$ cat config.mk
export PLATFORM = sky130hd
export DESIGN_NAME = execute_divide_multi
export DESIGN_NICKNAME = d
export VERILOG_FILES = /design/src/rtl/execute_divide_multi_pkg.sv /design/src/rtl/execute_divide_step.sv /design/src/rtl/execute_divide_multi.sv
export SDC_FILE = /design/constraint.sdc
export NUM_CORES = 1
export LEC_CHECK = 0
export ABC_AREA = 1
export CORE_MARGIN = 2
export CORE_UTILIZATION = 30
export DETAILED_ROUTE_END_ITERATION = 16
export GPL_ROUTABILITY_DRIVEN = 0
export GPL_TIMING_DRIVEN = 0
export PLACE_DENSITY = 0.47
export SLEW_MARGIN = 20
export SYNTH_ARGS = -nofsm -noshare
export SYNTH_HDL_FRONTEND = slang
export SYNTH_HIERARCHICAL = 1
export SYNTH_SLANG_ARGS = --single-unit
$ cat constraint.sdc
create_clock -name clk -period 2.55 [get_ports clk]
set_input_delay 0.51 -clock clk [delete_from_list [all_inputs] [get_ports clk]]
set_output_delay 0.51 -clock clk [all_outputs]
set_load 0.02 [all_outputs]
$ cat src/rtl/execute_divide_multi_pkg.sv
// Shared definitions for the multi-bit restoring divider.
//   div_state_e : FSM state encoding (IDLE / CALC / DONE)
//   div_iter    : cycles spent in CALC, ceil((W+1)/BPC)
//   div_qw      : internal quotient width, ITER*BPC
//   div_dw      : internal dividend/divisor width, W+QW-1
// The execute stage uses div_iter to size its stall counters.
package execute_divide_multi_pkg;

  typedef enum logic [1:0] {
    ST_IDLE = 2'd0,
    ST_CALC = 2'd1,
    ST_DONE = 2'd2
  } div_state_e;

  function automatic int div_iter(input int w, input int bpc);
    return (w + bpc) / bpc;
  endfunction

  function automatic int div_qw(input int w, input int bpc);
    return div_iter(w, bpc) * bpc;
  endfunction

  function automatic int div_dw(input int w, input int bpc);
    return w + div_qw(w, bpc) - 1;
  endfunction

endpackage

$ cat src/rtl/execute_divide_step.sv
// One combinational restoring-division step over DW bits.
//   i_dividend : partial remainder
//   i_divisor  : aligned divisor
//   o_dividend : next partial remainder (restored when the subtract underflows)
//   o_qbit     : quotient bit produced by this step
module execute_divide_step
  import execute_divide_multi_pkg::*;
#(
  parameter int DW = 64
) (
  input  logic [DW-1:0] i_dividend,
  input  logic [DW-1:0] i_divisor,
  output logic [DW-1:0] o_dividend,
  output logic          o_qbit
);

  logic [DW:0] w_diff;

  // One extra bit so the borrow out doubles as the sign of the difference.
  assign w_diff     = {1'b0, i_dividend} - {1'b0, i_divisor};
  assign o_qbit     = ~w_diff[DW];
  assign o_dividend = o_qbit ? w_diff[DW-1:0] : i_dividend;

endmodule

$ cat src/rtl/execute_divide_multi.sv
// Sequential restoring divider: 2W-bit dividend / W-bit divisor, signed or
// unsigned, BPC quotient bits per clock.
//   clk, rst_n    : clock, asynchronous active-low reset
//   abort         : synchronous flush, beats start
//   start         : request, sampled only in IDLE
//   is_signed     : 1 = signed divide
//   numer, denom  : dividend (2W), divisor (W)
//   busy, done    : busy in CALC/DONE; done is a one-cycle result strobe
//   exc_zero      : divisor was zero
//   exc_overflow  : quotient does not fit in W bits
//   quotient      : quotient (sign applied)
//   remainder     : remainder, sign of the dividend
module execute_divide_multi
  import execute_divide_multi_pkg::*;
#(
  parameter int W   = 32,
  parameter int BPC = 1
) (
  input  logic           clk,
  input  logic           rst_n,
  input  logic           abort,
  input  logic           start,
  input  logic           is_signed,
  input  logic [2*W-1:0] numer,
  input  logic [W-1:0]   denom,
  output logic           busy,
  output logic           done,
  output logic           exc_zero,
  output logic           exc_overflow,
  output logic [W-1:0]   quotient,
  output logic [W-1:0]   remainder
);

  localparam int ITER = div_iter(W, BPC);
  localparam int QW   = div_qw(W, BPC);
  localparam int DW   = div_dw(W, BPC);
  localparam int CW   = $clog2(ITER + 1);
  localparam logic [QW-1:0] HALF = {{(QW-1){1'b0}}, 1'b1} << (W - 1);

  div_state_e r_state, w_next_state;

  logic [CW-1:0]  r_cnt;
  logic [DW-1:0]  r_dividend;
  logic [DW-1:0]  r_divisor;
  logic [QW-1:0]  r_q;
  logic           r_signed;
  logic           r_qneg;
  logic           r_rneg;
  logic           r_exc_zero;
  logic           r_exc_ovf;

  logic           w_accept;
  logic           w_numer_neg;
  logic           w_denom_neg;
  logic [2*W-1:0] w_numer_abs;
  logic [W-1:0]   w_denom_abs;
  logic [DW-1:0]  w_dvd [BPC+1];
  logic [DW-1:0]  w_dvs [BPC+1];
  logic [BPC-1:0] w_qbits;
  logic [QW-1:0]  w_q_next;
  logic           w_ovf;

  // Operand magnitudes; the 2W-bit unsigned magnitude holds 2^(2W-1).
  assign w_numer_neg = is_signed & numer[2*W-1];
  assign w_denom_neg = is_signed & denom[W-1];
  assign w_numer_abs = w_numer_neg ? -numer : numer;
  assign w_denom_abs = w_denom_neg ? -denom : denom;

  // BPC steps chained in one cycle; step 0 yields the most significant bit.
  assign w_dvd[0] = r_dividend;
  assign w_dvs[0] = r_divisor;

  for (genvar gi = 0; gi < BPC; gi++) begin : g_step
    execute_divide_step #(.DW(DW)) u_step (
      .i_dividend (w_dvd[gi]),
      .i_divisor  (w_dvs[gi]),
      .o_dividend (w_dvd[gi+1]),
      .o_qbit     (w_qbits[BPC-1-gi])
    );
    assign w_dvs[gi+1] = w_dvs[gi] >> 1;
  end

  assign w_q_next = {r_q[QW-BPC-1:0], w_qbits};

  // Quotients of 2^QW or more saturate to all ones, so the upper-bit test
  // still flags them.
  always_comb begin
    w_ovf = 1'b0;
    if (!r_signed)
      w_ovf = |w_q_next[QW-1:W];
    else if (r_qneg)
      w_ovf = (w_q_next > HALF);
    else
      w_ovf = (w_q_next >= HALF);
  end

  assign w_accept = (r_state == ST_IDLE) && start && !abort;

  always_comb begin
    w_next_state = r_state;
    case (r_state)
      ST_IDLE: if (start) w_next_state = (denom == '0) ? ST_DONE : ST_CALC;
      ST_CALC: if (r_cnt == CW'(1)) w_next_state = ST_DONE;
      ST_DONE: w_next_state = ST_IDLE;
      default: w_next_state = ST_IDLE;
    endcase
    if (abort) w_next_state = ST_IDLE;
  end

  always_ff @(posedge clk or negedge rst_n) begin
    if (!rst_n) r_state <= ST_IDLE;
    else        r_state <= w_next_state;
  end

  always_ff @(posedge clk or negedge rst_n) begin
    if (!rst_n) begin
      r_cnt      <= '0;
      r_dividend <= '0;
      r_divisor  <= '0;
      r_q        <= '0;
      r_signed   <= 1'b0;
      r_qneg     <= 1'b0;
      r_rneg     <= 1'b0;
      r_exc_zero <= 1'b0;
      r_exc_ovf  <= 1'b0;
    end else if (!abort) begin
      if (w_accept) begin
        r_cnt      <= CW'(ITER);
        r_dividend <= DW'(w_numer_abs);
        r_divisor  <= {w_denom_abs, {(QW-1){1'b0}}};
        r_q        <= '0;
        r_signed   <= is_signed;
        r_qneg     <= w_numer_neg ^ w_denom_neg;
        r_rneg     <= w_numer_neg;
        r_exc_zero <= (denom == '0);
        r_exc_ovf  <= 1'b0;
      end else if (r_state == ST_CALC) begin
        r_cnt      <= r_cnt - CW'(1);
        r_dividend <= w_dvd[BPC];
        r_divisor  <= w_dvs[BPC];
        r_q        <= w_q_next;
        if (r_cnt == CW'(1)) r_exc_ovf <= w_ovf;
      end
    end
  end

  assign busy         = (r_state != ST_IDLE);
  assign done         = (r_state == ST_DONE);
  assign exc_zero     = r_exc_zero;
  assign exc_overflow = r_exc_ovf;
  assign quotient     = r_qneg ? -r_q[W-1:0] : r_q[W-1:0];
  assign remainder    = r_rneg ? -r_dividend[W-1:0] : r_dividend[W-1:0];

endmodule

# After elaboration in Yosys (flattened, before gate mapping)
# Index checks and enable logic that the tools add are counted.
[word_totals]
register_bits = 173
[op_classes]
n_addsub = 6
order_cmp = 2
n_eq_ne = 6
muxes = 23
bitwise = 5
n_reduce_logical = 13
[ops]
columns = ["op", "n"]
rows = [
  ["$mux W64", 6],
  ["$mux W32", 5],
  ["$neg A32 Y32", 3],
  ["$sub A64 B64 Y65", 1],
  ["$neg A64 Y64", 1],
  ["$ge A33 B32 Y1 const B", 1],
  ["$gt A33 B32 Y1 const B", 1],
  ["$logic_not A32 Y1", 1],
  ["$mux W6", 2],
  ["$mux W2", 4],
  ["$eq A6 B1 Y1 const B", 1],
  ["$ne A3 B3 Y1 const B", 2],
  ["$reduce_and A2 Y1", 3],
  ["$reduce_and A3 Y1", 2],
  ["$reduce_bool A2 Y1", 3],
  ["$sub A6 B1 Y6 const B", 1],
  ["$mux W1", 5],
  ["$pmux W2 S2", 1],
  ["$and A1 B1 Y1", 2],
  ["$eq A2 B1 Y1 const B", 1],
  ["$eq A2 B2 Y1 const B", 1],
  ["$logic_and A1 B1 Y1", 2],
  ["$logic_not A2 Y1", 1],
  ["$ne A2 B2 Y1 const B", 1],
  ["other kinds (3)", 4],
]

# Longest topological paths before layout
# Gate-level depths: netlist of the first run.
[logic_depth]
depth_word = 8
mapped_depth = 22
depth_no_buf = 21

# Cells and area by module
# Netlist of the first run, hierarchy kept.
[by_module_without_submodules]
columns = ["module", "instances", "cells_each", "area_per_inst_um2", "seq_area_each_um2"]
rows = [
  ["execute_divide_multi", 1, 1949, 12584.6, 4329.2],
  ["execute_divide_step", 1, 1551, 6982.9, 0.0],
]

# Worst setup path after synthesis of the first run
# OpenSTA, ideal clock, no wires.
[synth_path]
path_type = "register to register"
start = "reg r_dividend[0]"
end = "reg r_dividend[36]"
setup_ns = 0.117
arrival_time_ns = 2.541
setup_slack_ns = -0.109
stages_incl_launch_ff = 22
path_cell_list = "dfrtp_1 inv_1 ha_1 fa_1 inv_1 nand3_1 nand2_2 nand2_2 nand2_4 nand2_1 nand2_2 nand2_1 nand2_2 nand2_2 nand2_4 inv_2 buf_2 nand2_1 nand2_1 or2_2 nand3_1 nand2_1"
[synth_rtl]
columns = ["item", "line", "rtl"]
rows = [
  ["from (decl)", "execute_divide_multi.sv:43", "logic [DW-1:0] r_dividend;"],
  ["from (signal assigned)", "execute_divide_multi.sv:129", "r_dividend <= DW'(w_numer_abs);"],
  ["from (signal assigned)", "execute_divide_multi.sv:139", "r_dividend <= w_dvd[BPC];"],
]

# Final worst setup path of the first run
[layout_path]
start = "reg r_dividend[0]"
end = "out remainder[31]"
[layout_between]
elab_chain_cells = 2
[layout_lines]
columns = ["item", "line", "rtl"]
rows = [
  ["$neg A32 Y32", "execute_divide_multi.sv:152", "assign remainder = r_rneg ? -r_dividend[W-1:0] : r_dividend[W-1:0];"],
  ["$mux W32", "execute_divide_multi.sv:152", ""],
  ["to (decl)", "execute_divide_multi.sv:31", "output logic [W-1:0] remainder"],
]
# No other way between the ends.

==> results.json, run 1 <==
{
  "synth-edff-count": 0,
  "max_stage_delay_ns": 0.45,
  "dr.pass1.iters": 5,
  "setup_viol": 108,
  "power_density_mw_per_mm2": 1370,
  "start_util_pct": 30.4,
  "crit_chain": "buf_6, nor3_4, nand4_1, buf_4, o21ai_4, buf_6, nand2_4, xor2_4, buf_6",
  "path_class": "reg -> out",
  "cp_max_fo": 4,
  "yosys_warnings": 6,
  "synthesis.nets": 3672,
  "p_leak_uw": 0.0136,
  "antenna_left": 0,
  "boundaryPins": 169,
  "layout_commonest_cell": "nand2_1",
  "drv_slew": 0,
  "wl_per_cell_um": 18.4,
  "wl_mm": 86.1,
  "grt_pass1_vias": 21100,
  "dp.cells": 4525,
  "first_iter_violations": 1799,
  "fp-row-count": 93,
  "nets": 3978,
  "grt_pass1_wl_mm": 127,
  "slowest_stage": "dfrtp_2",
  "start_kind": "register",
  "dieWidth_um": 259,
  "clk_pin_slew_ns": 0.08,
  "cap_violations": 0,
  "cts_buffers": 17,
  "worst_pin_slew_ns": 1.08,
  "endpoint": "remainder[31]",
  "grt_usage_pct": 25.1,
  "cts_tree": "done",
  "htreeDepth": 4,
  "critPathLaunch": "r_dividend[0]$_DFFE_PN0P_",
  "grt_antenna_before_repair": 1,
  "rsz0062_at_grt": "true",
  "r2r_cells": 20,
  "fin_skew_ns": 0.0204,
  "synth_seq_cells": 173,
  "layout-drive-gt1-share_pct": 19.4,
  "cp.arrival_ns": 2.40,
  "synthCells": 3500,
  "slew_headroom_pct": 28.3,
  "fill_cells": 7187,
  "core_area_mm2": 0.0645,
  "synth_area_mm2": 0.0196,
  "endpoint_kind": "output pin",
  "seqCellArea_mm2": 0.00438,
  "cts.path.max_buffers": 2,
  "synth_top_area_cell": "nand2_1",
  "syn_avg_cell_area_um2": 5.59,
  "status": "complete, but fails checks",
  "dieArea_mm2": 0.0673,
  "rrSetupSlack_ns": -0.34,
  "fin_cells": 4674,
  "timing.final.crit_share_pct": 114,
  "cts-root-buf": "clkbuf_16",
  "setup_slack_ns": -0.364,
  "die_h_um": 259,
  "dpl.hpwl_mm": 69.8,
  "clock_latency_ns": 0.51,
  "worst_hold_path_type": "in -> async",
  "clock-sinks": 173,
  "max_freq_mhz": 343,
  "multi_input_comb_area_mm2": 0.0143,
  "critPathMostFrequentCell": "buf_6",
  "drc_errors": 0,
  "synth.area.top_cells": "nand2_1 (29%), dfrtp_1 (22%), inv_1 (11%)",
  "irDropWorstVdd_mv": 0.893,
  "seq_area_frac_synth_pct": 22.1,
  "async_reset_ff_share_pct": 100,
  "worstReg2RegStart": "r_divisor[38]$_DFFE_PN0P_",
  "synthDistinctLibCells": 53,
  "grt_max_degree": 86,
  "diodes": 0,
  "overflow": 0,
  "finalHoldViolations": 0,
  "numPortBuffers": 168,
  "synth_ff_type": "dfrtp_1",
  "violations": "negative setup slack",
  "routed_via_density": 4.78,
  "fin_crit_ns": 2.91,
  "finalSetupTns_ns": -21.13,
  "dr_total_vias": 22300,
  "worstPathRequired_ns": 2.04,
  "area_delta_synth_final_pct": 33.2,
  "synth_top_cell_area_share_pct": 28.6,
  "r2r_end": "r_dividend[36]$_DFFE_PN0P_",
  "layout_common_cells": "nand2_1 (1365), inv_1 (539), nor2_1 (301)"
}
## worst max-delay path: cells and delay by family, from the launching register on
| kind | cells | cell delay [ns] |
|---|---|---|
| flops | 1 | 0.45 |
| xor+xnor | 1 | 0.18 |
| buf+inv | 4 | 0.63 |
| simple gates | 3 | 0.41 |
| compound gates | 1 | 0.23 |
## metrics by stage
| stage | setup WS, ns | hold WS [ns] | power, µW | utilization [%] | area [µm²] |
|---|---|---|---|---|---|
| after CTS | -0.351 | 0.367 | 30500 | 37.2 | 24000 |
| after global placement | -7.30 | 0.473 | 26000 | 34.7 | 22300 |
| after global routing | -0.491 | 0.407 | 38500 | 40.4 | 26100 |
| final | -0.364 | 0.407 | 35800 | 40.4 | 26100 |
| after detailed placement | -0.639 | 0.326 | 26000 | 34.7 | 22400 |
| after floorplan | 0.00729 | 0.214 | 18500 | - | 19600 |
## worst min-delay path by stage
| stage | startpoint | endpoint | cells past startpoint |
|---|---|---|---|
| after CTS | rst_n | r_divisor[8]$_DFFE_PN0P_ | 2 |
| after global placement | r_cnt[5]$_DFFE_PN0P_ | r_cnt[5]$_DFFE_PN0P_ | 2 |
| after floorplan | rst_n | exc_overflow$_DFFE_PN0P_ | 0 |
| final | rst_n | r_divisor[8]$_DFFE_PN0P_ | 2 |
| after global routing | rst_n | r_divisor[8]$_DFFE_PN0P_ | 2 |
| after detailed placement | rst_n | r_divisor[8]$_DFFE_PN0P_ | 1 |
## timing repair
| action | in CTS | in global routing |
|---|---|---|
| cloned | 0 | 5 |
| buffers inserted | 41 | 72 |
| hold buffers | 1 | 0 |
| setup endpoints to repair | 128 | 121 |
| gates resized for setup | 468 | 399 |
| pin swaps | 37 | 144 |
| hold endpoints to repair | 7 | 0 |
## state kept, by name, summed over array words and instances, names as in the netlist
signal / cells
r_state: 2
exc_overflow: 1
r_divisor: 64
r_qneg: 1
r_q: 32
exc_zero: 1
r_dividend: 64
r_signed: 1
r_rneg: 1
r_cnt: 6
## cell usage after synthesis, types with 4 or more instances
master	n
a21oi_1	56
a31oi_1	5
buf_2	46
buf_4	8
clkbuf_1	25
clkinv_1	4
dfrtp_1	173
ha_1	70
inv_1	570
inv_2	22
nand2_1	1492
nand2_2	20
nand3_1	152
nand3_2	9
nand3b_1	26
nand4_1	45
nor2_1	336
nor2_2	13
nor2_4	6
nor3_1	30
nor4_1	7
o21a_1	6
o21ai_0	114
o21ai_1	19
o22ai_1	67
or2_2	4
xnor2_1	13
xor2_1	120
## logic make-up (layout without fill, tap and decap cells)
family	Yosys count	after routing	share of synthesized area, %
DFF	173	173	22.1
buffers and inverters	685	1004	13.9
xor gates and xnor gates	133	133	5.95
and+or+nand+nor	2154	2154	45.2
adders and majority gates	71	71	4.58
AOI/OAI and AO/OA	284	284	8.21
## layer usage
layer / wire length (µm) / global-route usage [%] / vias to the layer above
li1: - / - / 11300
met1: 41100 / 35.3 / 10400
met2: 38500 / 39.9 / 572
met3: 3710 / 2.49 / 91
met4: 2840 / 8.75 / 0
met5: 0 / 0 / -
## area by class of cell
type | instances | share of cell area (%)
Multi-Input combinational cell | 2642 | 54.9
Buffer | 86 | 2.27
Timing Repair Buffer | 289 | 10.9
Clock inverter | 13 | 0.591
Clock buffer | 19 | 1.74
Sequential cell | 173 | 16.8
Inverter | 597 | 8.71
Tap cell | 855 | 4.11
## report_power, final
group	leakage, µW	total [µW]	switching [µW]	internal [µW]
clock network	0.000303	2890	1370	1520
logic	0.0111	27900	17000	10800
registers	0.00213	4990	1360	3630
total	0.0136	35800	19800	16000
(Power assumes the default switching activity.)
==> run 2: changes to the inputs <==
--- a/config.mk
+++ b/config.mk
@@ -9,7 +9,6 @@
 export CORE_MARGIN = 2
 export CORE_UTILIZATION = 30
 export DETAILED_ROUTE_END_ITERATION = 16
-export GPL_ROUTABILITY_DRIVEN = 0
 export GPL_TIMING_DRIVEN = 0
 export PLACE_DENSITY = 0.47
 export SLEW_MARGIN = 20
==> run 2 against run 1 <==
  * The run still ends with negative setup slack left
  * Worst setup slack better by 0.014 ns
  * Critical path depth down 2
  * Core utilization down 1.1 points
  * Global-route usage up 0.32 points
  * First-iteration DRC count up 0.61%
  * Cell count down 0.39%
  * Clock power down 7.3%
  * Largest cell class unchanged
  * Clock-buffer cell count up 4
  * Non-clock buffer count down 18
  * Sequential share of layout area up 0.45 points
  * Sequential power up 0.8%
==> results.json, run 2 (synthesized netlist as in run 1, its figures left out) <==
{
  "dieArea_mm2": 0.0673,
  "slew_headroom_pct": 27.7,
  "holdWs_ns": 0.399,
  "diodes": 0,
  "path_class": "reg -> out",
  "status": "complete, but fails checks",
  "critPathTopFamily": "simple AND/OR/NAND/NOR gates",
  "die_h_um": 259,
  "layout_commonest_cell": "nand2_1",
  "r2r_cells": 20,
  "layout-drive-gt1-share_pct": 16.8,
  "irDropWorstVdd_mv": 0.674,
  "worstReg2RegStart": "r_divisor[38]$_DFFE_PN0P_",
  "area_delta_synth_final_pct": 29.7,
  "first_iter_violations": 1810,
  "clock-sinks": 173,
  "setup_viol": 108,
  "fp-row-count": 93,
  "dr_total_vias": 22300,
  "rrSetupSlack_ns": -0.30,
  "r2r_end": "exc_overflow$_DFFE_PN0P_",
  "cp_max_fo": 5,
  "cp.arrival_ns": 2.39,
  "dieWidth_um": 259,
  "routed_via_density": 4.78,
  "cts.path.max_buffers": 2,
  "cap_violations": 0,
  "layout_common_cells": "nand2_1 (1429), inv_1 (544), nor2_1 (301)",
  "largestRegisters": "r_dividend (64), r_divisor (64), r_q (32)",
  "worst_hold_path_type": "in -> async",
  "fin_crit_ns": 2.90,
  "dpl_cell_area_mm2": 0.0224,
  "endpoint_kind": "output pin",
  "start_util_pct": 30.4,
  "clock_latency_ns": 0.50,
  "overflow": 0,
  "clk_pin_slew_ns": 0.08,
  "fin_skew_ns": 0.0247,
  "crit_chain": "buf_4, nor4_2, nand2_4, o21ai_4, nand2_2, xor2_2, buf_6",
  "power_density_mw_per_mm2": 1330,
  "wl_per_cell_um": 18.5,
  "start_kind": "register",
  "routabilityCongestion": 0.971,
  "finalHoldViolations": 0,
  "slowest_stage": "dfrtp_2",
  "boundaryPins": 169,
  "rsz0062_at_grt": "true",
  "cts_buffers": 17,
  "cts-root-buf": "clkbuf_16",
  "drv_slew": 0,
  "dpl.hpwl_mm": 70.3,
  "violations": "negative setup slack",
  "wl_mm": 86.3,
  "p_leak_uw": 0.0133,
  "dr.pass1.iters": 5,
  "dp_slack_ns": -0.676,
  "grt_pass1_vias": 20900,
  "drc_errors": 0,
  "setup_slack_ns": -0.350,
  "numPortBuffers": 168,
  "grt_antenna_before_repair": 2,
  "timing.final.crit_share_pct": 114,
  "grt_usage_pct": 25.4,
  "path_buf_inv": 2,
  "grt_pass1_wl_mm": 129,
  "nets": 3960,
  "antenna_left": 0,
  "finalInstanceArea_mm2": 0.0254,
  "core_area_mm2": 0.0645,
  "worstPathRequired_ns": 2.04,
  "max_freq_mhz": 345,
  "grt_max_degree": 86,
  "max_stage_delay_ns": 0.51,
  "htreeDepth": 4,
  "worst_pin_slew_ns": 1.08,
  "cts_tree": "done"
}
[run 2: worst max-delay path by stage]
stage	from	end	slack, ns	cells after the start
CTS	r_dividend[7]$_DFFE_PN0P_	remainder[22]	-0.36	10
global placement	rst_n	r_divisor[52]$_DFFE_PN0P_	-7.31	1
detailed placement	r_dividend[9]$_DFFE_PN0P_	exc_overflow$_DFFE_PN0P_	-0.68	19
floorplan	r_dividend[0]$_DFFE_PN0P_	r_dividend[36]$_DFFE_PN0P_	0.007	21
global route	r_divisor[47]$_DFFE_PN0P_	exc_overflow$_DFFE_PN0P_	-0.41	20
finish	r_dividend[11]$_DFFE_PN0P_	remainder[21]	-0.35	7
[run 2: worst register-to-register path, cell delays in order, from the launching register on]
cell and delay (ns):
dfrtp_1 0.43, inv_2 0.09, ha_2 0.31, nand2_2 0.12, inv_2 0.03, nand2_1 0.05, nand2_1 0.09, inv_2 0.05
nand2_1 0.08, a21oi_2 0.17, nor2_1 0.10, nor2_4 0.17, nand2_8 0.09, buf_12 0.15, buf_12 0.14, clkinvlp_4 0.13
nand3_2 0.08, nor2_2 0.13, nor2_1 0.05, o21bai_1 0.19, nand2_1 0.07
[run 2: layout make-up]
cell class	count	area, µm²
Buffer	87	608
Clock buffer	23	488
Clock inverter	9	77.6
Fill cell	7224	39100
Inverter	597	2270
Multi-Input combinational cell	2642	13900
Sequential cell	173	4370
Tap cell	855	1070
Timing Repair Buffer	270	2580
[run 2: stage by stage]
stage          std cells  total power [µW]  utilization, %  setup TNS [ns]
4_1_cts             4610             30300            37.2          -18.97
3_5_place_dp        4525             26000            34.7          -57.53
6_report            4656             33800            39.4          -16.68
2_1_floorplan       3500             18500               -               0
3_3_place_gp        4523             26100            34.7        -1317.86
5_1_grt             4656             36600            39.4          -30.29
[run 2: timing repair]
action	4_1_cts	5_1_grt
endpoints found under the hold margin	5	0
setup buffers	54	39
hold buffers	1	0
gates cloned	0	7
resized for setup	482	243
pin swaps	49	92
setup endpoints to repair	128	121
[run 2: per-layer routing]
metal	global-route usage, %	vias to the layer above	share of wire, %
met1	36.1	10200	47
li1	-	11300	-
met4	7.63	2	2.8
met5	0	-	0.015
met3	2.96	104	5.2
met2	40.3	661	45
[run 2: report_power, final]
group          switching, µW  total (µW)  internal [µW]  leakage (µW)
clock network           1310        2680           1370      0.000275
registers               1400        5030           3630       0.00214
logic                  16200       26100           9940        0.0109
total                  18900       33800          14900        0.0133
